File: src/rtl/fu_sched_pkg.sv
// fu_sched_pkg: shared types for the function-unit scheduler.
//   FU_* : bit positions in the one-hot FU field and in fu_ready
//   div_state_t : divider sequencer states
package fu_sched_pkg;

   localparam int unsigned NFU      = 5;
   localparam int unsigned FU_ALU   = 0;
   localparam int unsigned FU_MEM   = 1;
   localparam int unsigned FU_MUL   = 2;
   localparam int unsigned FU_DIV   = 3;
   localparam int unsigned FU_CSR   = 4;

   localparam int unsigned OPID_W   = 16;
   localparam int unsigned OPID_VLD = 15;

   typedef enum logic [1:0] {
      IDLE = 2'd0,
      BUSY = 2'd1,
      DONE = 2'd2
   } div_state_t;

endpackage

File: src/rtl/fu_sched_lwb_pipe.sv
// lwb_pipe: multiplier occupancy shift register for the long writeback port
// and the divider grant derived from it.
//   clk, rst       : clock, async active-low reset
//   mul_fire       : a MUL op issued this cycle
//   div_rdy        : divider result waiting (DONE and not being squashed)
//   mp_empty       : no MUL in flight now
//   mp_empty_nxt   : no MUL in flight next cycle
//   grant          : divider owns the long writeback port this cycle
module lwb_pipe #(
   parameter int unsigned MUL_LAT = 3
) (
   input  logic clk,
   input  logic rst,
   input  logic mul_fire,
   input  logic div_rdy,
   output logic mp_empty,
   output logic mp_empty_nxt,
   output logic grant
);

   logic [MUL_LAT-1:0] mpipe_q, mpipe_d;

   // Bit 0 takes this cycle's MUL fire; the top bit is the writeback slot.
   always_comb begin
      mpipe_d = {mpipe_q[MUL_LAT-2:0], mul_fire};
   end

   always_ff @(posedge clk or negedge rst) begin
      if (!rst) mpipe_q <= '0;
      else      mpipe_q <= mpipe_d;
   end

   assign mp_empty     = (mpipe_q == '0);
   assign mp_empty_nxt = (mpipe_d == '0);
   // Divider waits for all in-flight MULs; MUL issue is blocked while it
   // waits, so the wait is bounded by MUL_LAT cycles.
   assign grant        = div_rdy & mp_empty;

endmodule

File: src/rtl/fu_sched.sv
// fu_sched: function-unit scheduler for the issue stage.
//   iss_fire/iss_fu/iss_opid : per-port issue fire, one-hot FU, opid (bit 15 valid)
//   red_opid/red_topid       : redirect opid (bit 15 valid) and tail opid
//   lsu_release              : memory credits returned this cycle
//   div_done, rob_empty      : divider result level, ROB drained
//   fu_ready                 : registered per-FU ready vector
//   div_start/div_abort      : registered one-cycle divider pulses
//   lwb_div_grant            : combinational divider writeback grant
//   err                      : sticky protocol-violation flag
// Optional: FU_SCHED_STATS_EN adds stall_cnt (per-FU not-ready cycle counters).
module fu_sched
   import fu_sched_pkg::*;
#(
   parameter int unsigned iwd      = 2,
   parameter int unsigned opsz     = 32,
   parameter int unsigned MUL_LAT  = 3,
   parameter int unsigned MEM_CRED = 8
) (
   input  logic                           clk,
   input  logic                           rst,
   input  logic [iwd-1:0]                 iss_fire,
   input  logic [iwd-1:0][NFU-1:0]        iss_fu,
   input  logic [iwd-1:0][OPID_W-1:0]     iss_opid,
   input  logic [OPID_W-1:0]              red_opid,
   input  logic [OPID_W-1:0]              red_topid,
   input  logic [$clog2(iwd+1)-1:0]       lsu_release,
   input  logic                           div_done,
   input  logic                           rob_empty,
   output logic [NFU-1:0]                 fu_ready,
   output logic                           div_start,
   output logic                           div_abort,
   output logic                           lwb_div_grant,
   output logic                           err
`ifdef FU_SCHED_STATS_EN
   ,
   output logic [NFU-1:0][31:0]           stall_cnt
`endif
);

   localparam int unsigned AW  = $clog2(opsz);
   localparam int unsigned RW  = $clog2(iwd + 1);
   localparam int unsigned CRW = $clog2(MEM_CRED + 1);
   localparam int unsigned CW  = $clog2(MEM_CRED + iwd + 1) + 1;

   div_state_t      state_q, state_d;
   logic [AW-1:0]   div_id_q, div_id_d;
   logic            div_vld_q, div_vld_d;
   logic [CRW-1:0]  cred_q, cred_d;
   logic [NFU-1:0]  fu_ready_q, fu_ready_d;
   logic            div_start_q, div_start_d;
   logic            div_abort_q, div_abort_d;
   logic            err_q, err_d;

   logic [RW-1:0]   n_mem, n_mul, n_div;
   logic [AW-1:0]   pick_id;
   logic            pick_vld;
   logic [CW-1:0]   cred_sum;
   logic            mem_err, squash, mul_fire, div_rdy;
   logic            mp_empty, mp_empty_nxt, grant;
   logic            unused_bits;

   // True when op is strictly younger than the redirect point (tail-relative).
   function automatic logic younger(input logic [AW-1:0] op,
                                    input logic [AW-1:0] red,
                                    input logic [AW-1:0] top);
      logic [AW-1:0] a, b;
      a = op - top;
      b = red - top + AW'(1);
      return a >= b;
   endfunction

   // Per-FU fire counts; lowest DIV port wins the opid latch.
   always_comb begin
      n_mem    = '0;
      n_mul    = '0;
      n_div    = '0;
      pick_id  = '0;
      pick_vld = 1'b0;
      for (int i = int'(iwd) - 1; i >= 0; i--) begin
         if (iss_fire[i] && iss_fu[i][FU_MEM]) n_mem = n_mem + RW'(1);
         if (iss_fire[i] && iss_fu[i][FU_MUL]) n_mul = n_mul + RW'(1);
         if (iss_fire[i] && iss_fu[i][FU_DIV]) begin
            n_div    = n_div + RW'(1);
            pick_id  = iss_opid[i][AW-1:0];
            pick_vld = iss_opid[i][OPID_VLD];
         end
      end
   end

   assign mul_fire = (n_mul != '0);

   // Memory credits with clamping on under/overflow.
   always_comb begin
      mem_err  = 1'b0;
      cred_sum = CW'(cred_q) + CW'(lsu_release);
      if (cred_sum < CW'(n_mem)) begin
         mem_err = 1'b1;
         cred_d  = '0;
      end else if ((cred_sum - CW'(n_mem)) > CW'(MEM_CRED)) begin
         mem_err = 1'b1;
         cred_d  = CRW'(MEM_CRED);
      end else begin
         cred_d  = CRW'(cred_sum - CW'(n_mem));
      end
   end

   assign squash  = (state_q != IDLE) && red_opid[OPID_VLD] && div_vld_q &&
                    younger(div_id_q, red_opid[AW-1:0], red_topid[AW-1:0]);
   assign div_rdy = (state_q == DONE) && !squash;

   lwb_pipe #(.MUL_LAT(MUL_LAT)) u_lwb_pipe (
      .clk          (clk),
      .rst          (rst),
      .mul_fire     (mul_fire),
      .div_rdy      (div_rdy),
      .mp_empty     (mp_empty),
      .mp_empty_nxt (mp_empty_nxt),
      .grant        (grant)
   );

   // Divider sequencer; squash outranks both div_done and the grant.
   always_comb begin
      state_d     = state_q;
      div_id_d    = div_id_q;
      div_vld_d   = div_vld_q;
      div_start_d = 1'b0;
      div_abort_d = 1'b0;
      case (state_q)
         IDLE: begin
            if (n_div != '0) begin
               state_d     = BUSY;
               div_id_d    = pick_id;
               div_vld_d   = pick_vld;
               div_start_d = 1'b1;
            end
         end
         BUSY: begin
            if (squash) begin
               state_d     = IDLE;
               div_abort_d = 1'b1;
            end else if (div_done) begin
               state_d     = DONE;
            end
         end
         DONE: begin
            if (squash) begin
               state_d     = IDLE;
               div_abort_d = 1'b1;
            end else if (grant) begin
               state_d     = IDLE;
            end
         end
         default: state_d = IDLE;
      endcase
   end

   // Sticky error and next-state-based ready vector.
   always_comb begin
      err_d = err_q | mem_err | (n_mul > RW'(1)) | (n_div > RW'(1)) |
              ((n_div != '0) && (state_q != IDLE));
      fu_ready_d         = '0;
      fu_ready_d[FU_ALU] = 1'b1;
      fu_ready_d[FU_MEM] = (cred_d >= CRW'(iwd));
      fu_ready_d[FU_MUL] = (state_d != DONE);
      fu_ready_d[FU_DIV] = (state_d == IDLE);
      fu_ready_d[FU_CSR] = rob_empty && (state_d == IDLE) && mp_empty_nxt &&
                           (cred_d == CRW'(MEM_CRED)) && (iss_fire == '0);
   end

   always_ff @(posedge clk or negedge rst) begin
      if (!rst) begin
         state_q     <= IDLE;
         div_id_q    <= '0;
         div_vld_q   <= 1'b0;
         cred_q      <= CRW'(MEM_CRED);
         fu_ready_q  <= '0;
         div_start_q <= 1'b0;
         div_abort_q <= 1'b0;
         err_q       <= 1'b0;
      end else begin
         state_q     <= state_d;
         div_id_q    <= div_id_d;
         div_vld_q   <= div_vld_d;
         cred_q      <= cred_d;
         fu_ready_q  <= fu_ready_d;
         div_start_q <= div_start_d;
         div_abort_q <= div_abort_d;
         err_q       <= err_d;
      end
   end

   assign fu_ready      = fu_ready_q;
   assign div_start     = div_start_q;
   assign div_abort     = div_abort_q;
   assign err           = err_q;
   assign lwb_div_grant = grant;

   // Only the age-compare bits of the opid buses and some FU bits matter here.
   assign unused_bits = ^{iss_opid, iss_fu, red_opid, red_topid};

`ifdef FU_SCHED_STATS_EN
   logic [NFU-1:0][31:0] stall_cnt_q, stall_cnt_d;

   // Per-FU count of cycles spent not ready; wraps naturally.
   always_comb begin
      for (int i = 0; i < int'(NFU); i++) begin
         stall_cnt_d[i] = stall_cnt_q[i] + (fu_ready_q[i] ? 32'd0 : 32'd1);
      end
   end

   always_ff @(posedge clk or negedge rst) begin
      if (!rst) stall_cnt_q <= '0;
      else      stall_cnt_q <= stall_cnt_d;
   end

   assign stall_cnt = stall_cnt_q;
`endif

endmodule
File: config.mk
export PLATFORM = sky130hd
export DESIGN_NAME = fu_sched
export DESIGN_NICKNAME = d
export VERILOG_FILES = /design/src/rtl/fu_sched_pkg.sv /design/src/rtl/fu_sched_lwb_pipe.sv /design/src/rtl/fu_sched.sv
export SDC_FILE = /design/constraint.sdc
export NUM_CORES = 1
export LEC_CHECK = 0
export ABC_AREA = 1
export CORE_MARGIN = 3
export CORE_UTILIZATION = 40
export DETAILED_ROUTE_END_ITERATION = 16
export PLACE_DENSITY = 0.8
export SYNTH_ARGS = -nofsm -noshare
export SYNTH_HDL_FRONTEND = slang
export SYNTH_SLANG_ARGS = --single-unit
File: constraint.sdc
create_clock -name clk -period 3.67 [get_ports clk]
set_clock_uncertainty 0.1 [all_clocks]
set_input_delay 0.5505 -clock clk [delete_from_list [all_inputs] [get_ports clk]]
set_output_delay 0.5505 -clock clk [all_outputs]
set_load 0.005 [all_outputs]
==> metrics list <==
- Initial core utilization: 0.431
- The die is 73.1 um tall.
- At the pin with the least slew margin, the transition time is 1.08 ns.
- A synthesized cell averages 8.14 um^2.
* Final worst-path cycle share: 0.980
- Vias per inst: 4.69
- Counting flops and latches in the post-synthesis netlist gives 23.
* Class of the tightest hold or removal check: reg -> reg
- Power Dens Cells: 608 nW/um^2
- With fillers left out, the area of the finished cells amounts to 2500 um^2.
* Number of buffer cells added on primary ports: 45
- TritonCTS built the clock tree.
- CTS clock-pin slew for the worst setup and hold paths: 0.09 ns
- After layout, the minimum clock period comes to 3.59 ns.
- Critical path arrival: 2.94 ns
* Synthesis warning total: 0
- The total count of max-transition violations in the final report is 0.
* Placeable core region: 4170 um^2
- The worst setup path is of the in -> out kind.
* Total global routing track utilization: 0.155
- Timing analysis after detailed placement gives a worst setup slack of -0.396 ns.
- The worst-case IR drop observed on VDD is 0.325 mV.
- CTS built an H-tree with a depth of 1.
* Post-synth top flop: sky130_fd_sc_hd__dfrtp_1
- Count of unique library cells instantiated by Yosys: 30
- Global-route wire length before repair: 6500 um
* Growth of design area from synthesis to finish: 38.7%
- CTS placed an instance of sky130_fd_sc_hd__clkbuf_8 at the clock tree root.
- Final critical-path setup slack: 0.0752 ns
- Number of DRC markers in iteration 0: 27
- Area after detailed placement: 2390 um^2
- Number of enable-type register cells in the synthesized netlist: 0
* Number of remaining DRC errors: 0
- Clock Sink Count: 23
- Initial antenna violation count: 0
- Of the cells placed in the final design, the portion with a size suffix greater than 1 is 0.181.
- Overflow after GRT: 0
- By count the netlist is led by sky130_fd_sc_hd__inv_1 (46), sky130_fd_sc_hd__nand2_1 (31), sky130_fd_sc_hd__ha_1 (25), sky130_fd_sc_hd__dfrtp_1 (22), sky130_fd_sc_hd__nor2_1 (21).
- Async SR Flop Fraction: 1.00
- The worst setup path is captured at an output pin.
- Derived from the worst setup path, the maximum achievable clock frequency is 278 MHz.
- Synthesis produced a netlist whose cell count is 221.
- Max cap viols: 0
- Setup violations remaining at the end of the flow were counted as 0.
- Routed met2 length: 1940 um
* Clock latency reported for the late side of the worst-skew pair: 0.27 ns
* Detailed route wirelength on metal3: 213 um
* HPWL Detailed: 3200 um
* WP data required: 3.02 ns
- The die covers 5340 um^2.
- In this run the static leakage power is 1.32 nW.
* Dominant cell by count in the synthesized netlist: sky130_fd_sc_hd__inv_1
- STA classifies the critical path startpoint as an input pin.
* Nets: 394
* Antenna Violating Nets Remaining: 0
* Sequential share of the synthesized area: 0.321
- Of all nets on the critical path, the largest fanout is 2.
* Net Count, Synth: 332
* Ports: 91
- Entering global routing, the biggest net connects 24 pins.
- The final number of hold-violating endpoints is 0.
* Area share of the largest cell type after synthesis: 0.306
- RePlAce Congestion: 0.792
- Aggregate routed wire length: 3910 um
- After the flow finishes, the layout carries non-filler instances totaling 332.
- Highest layer used for signal routing: met4
- Wirelength per Cell: 11.8 um
* Fillcell total: 377
* Inserted Clock Buffers: 3
* Number of standard-cell rows in the floorplan: 23
- Worst slew margin relative to its limit: 0.280
* Number of buffers inserted for hold repair after clock tree synthesis: 0
- Summing over every cut layer, the via total after detailed routing is 1,556.
- The floorplan step set the die width to 73.1 um.
- Post-synthesis cell type with the largest combined area: sky130_fd_sc_hd__dfrtp_1
* Top area cells in the synthesized netlist: sky130_fd_sc_hd__dfrtp_1 (31%), sky130_fd_sc_hd__ha_1 (17%), sky130_fd_sc_hd__inv_1 (9.6%), sky130_fd_sc_hd__nand2_1 (6.5%), sky130_fd_sc_hd__nand2_2 (4.9%)
- Deepest clock path buffer count: 2
* Outcome: finished clean
* Synthesized cell area: 1800 um^2
* Router iterations before antenna repair: 4
- In the final routing, the length of wire on met1 measures 1700 um.
- The number of global-route vias before repair came to 1,577.
- Antenna Diode Count: 0
- Once placement completed, the tool counted placed cells totaling 327.
[worst paths after layout]
check	depth (start not counted)	slack, ns	from	endpoint
hold / removal	0	0.28	u_lwb_pipe.mpipe_q[0]	u_lwb_pipe.mpipe_q[1]
max in group asynchronous	1	2.07	rst	cred_q[1]
hold reg to reg	0	0.28	u_lwb_pipe.mpipe_q[0]	u_lwb_pipe.mpipe_q[1]
min in group asynchronous	1	0.75	rst	fu_ready[0]
setup reg to reg	18	0.85	div_id_q[0]	fu_ready[2]
setup / recovery	14	0.08	red_topid[2]	lwb_div_grant
[state kept, by name, indices dropped and copies added, names as in the netlist]
signal and flops:
cred_q 4, div_abort 1, div_id_q 5, div_start 1, div_vld_q 1, err 1
fu_ready 5, state_q 2, u_lwb_pipe.mpipe_q 3
[stage by stage]
stage          TNS [ns]  utilization  hold WS, ns  total power [mW]
2_1_floorplan         0            -        0.155              1.04
3_3_place_gp     -0.380        0.574        0.254              1.29
3_5_place_dp     -0.396        0.574        0.257              1.34
4_1_cts               0        0.590        0.279              1.52
5_1_grt        -0.00278        0.598        0.292              1.68
6_report              0        0.598        0.279              1.52
[final cells by class]
cell class / count / area [um^2] / area share
Timing Repair Buffer: 57 / 543 / 0.218
Sequential cell: 23 / 577 / 0.231
Clock inverter: 1 / 5.00 / 0.00201
Multi-Input combinational cell: 149 / 1080 / 0.434
Inverter: 49 / 184 / 0.0737
Clock buffer: 3 / 41.3 / 0.0165
Tap cell: 50 / 62.6 / 0.0251
[placed cells by master (no fill, tap or decap), types with 3 or more instances in the layout]
cell type | netlist | final
sky130_fd_sc_hd__nand2_2 | 14 | 14
sky130_fd_sc_hd__dlymetal6s2s_1 | 0 | 3
sky130_fd_sc_hd__nor2_2 | 3 | 3
sky130_fd_sc_hd__and3_1 | 3 | 3
sky130_fd_sc_hd__dfrtp_1 | 22 | 22
sky130_fd_sc_hd__clkdlybuf4s50_1 | 0 | 41
sky130_fd_sc_hd__clkbuf_8 | 0 | 3
sky130_fd_sc_hd__inv_2 | 3 | 4
sky130_fd_sc_hd__fa_1 | 4 | 3
sky130_fd_sc_hd__inv_1 | 46 | 45
sky130_fd_sc_hd__ha_1 | 25 | 22
sky130_fd_sc_hd__nand3_1 | 13 | 13
sky130_fd_sc_hd__nor2_1 | 21 | 21
sky130_fd_sc_hd__a21oi_2 | 1 | 3
sky130_fd_sc_hd__nand2_1 | 31 | 31
sky130_fd_sc_hd__o31ai_1 | 5 | 5
sky130_fd_sc_hd__buf_4 | 0 | 12
sky130_fd_sc_hd__xor2_1 | 6 | 6
[power by group]
part	switching [mW]	internal, mW	leakage, nW
combinational	0.528	0.430	1.02
clock	0.0891	0.0761	0.0255
sequential	0.0497	0.345	0.276
total	0.666	0.851	1.32
[worst max-delay path, cell delays in order]
cell,delay (ns)
sky130_fd_sc_hd__clkdlybuf4s50_1,0.47
sky130_fd_sc_hd__inv_2,0.05
sky130_fd_sc_hd__ha_4,0.21
sky130_fd_sc_hd__ha_1,0.28
sky130_fd_sc_hd__a21o_1,0.18
sky130_fd_sc_hd__a21oi_2,0.13
sky130_fd_sc_hd__xor2_1,0.16
sky130_fd_sc_hd__ha_1,0.27
sky130_fd_sc_hd__and3_1,0.19
sky130_fd_sc_hd__nand2_1,0.06
sky130_fd_sc_hd__nand2_1,0.06
sky130_fd_sc_hd__nand2_1,0.07
sky130_fd_sc_hd__and3_1,0.14
sky130_fd_sc_hd__buf_2,0.12
[kinds of logic after synthesis]
| kind of cell | after synthesis | share of synthesized area |
|---|---|---|
| and+or+nand+nor | 92 | 0.247 |
| buffers and inverters | 49 | 0.102 |
| adders and majority gates | 29 | 0.218 |
| DFF | 23 | 0.321 |
| AOI/OAI and AO/OA | 19 | 0.0709 |
| xor gates and xnor gates | 8 | 0.0389 |
| other | 1 | 0.00208 |
[repair_timing]
action,CTS,global route
setup buffers,1,0
resized for setup,7,8
pin swaps,4,12
setup endpoints to repair,1,1
[layer usage]
| metal | global-route usage | up-vias |
|---|---|---|
| met5 | 0 | - |
| met1 | 0.173 | 706 |
| met4 | 0.0512 | 0 |
| met3 | 0.0289 | 5 |
| li1 | - | 810 |
| met2 | 0.290 | 35 |
(Power assumes the default switching activity.)
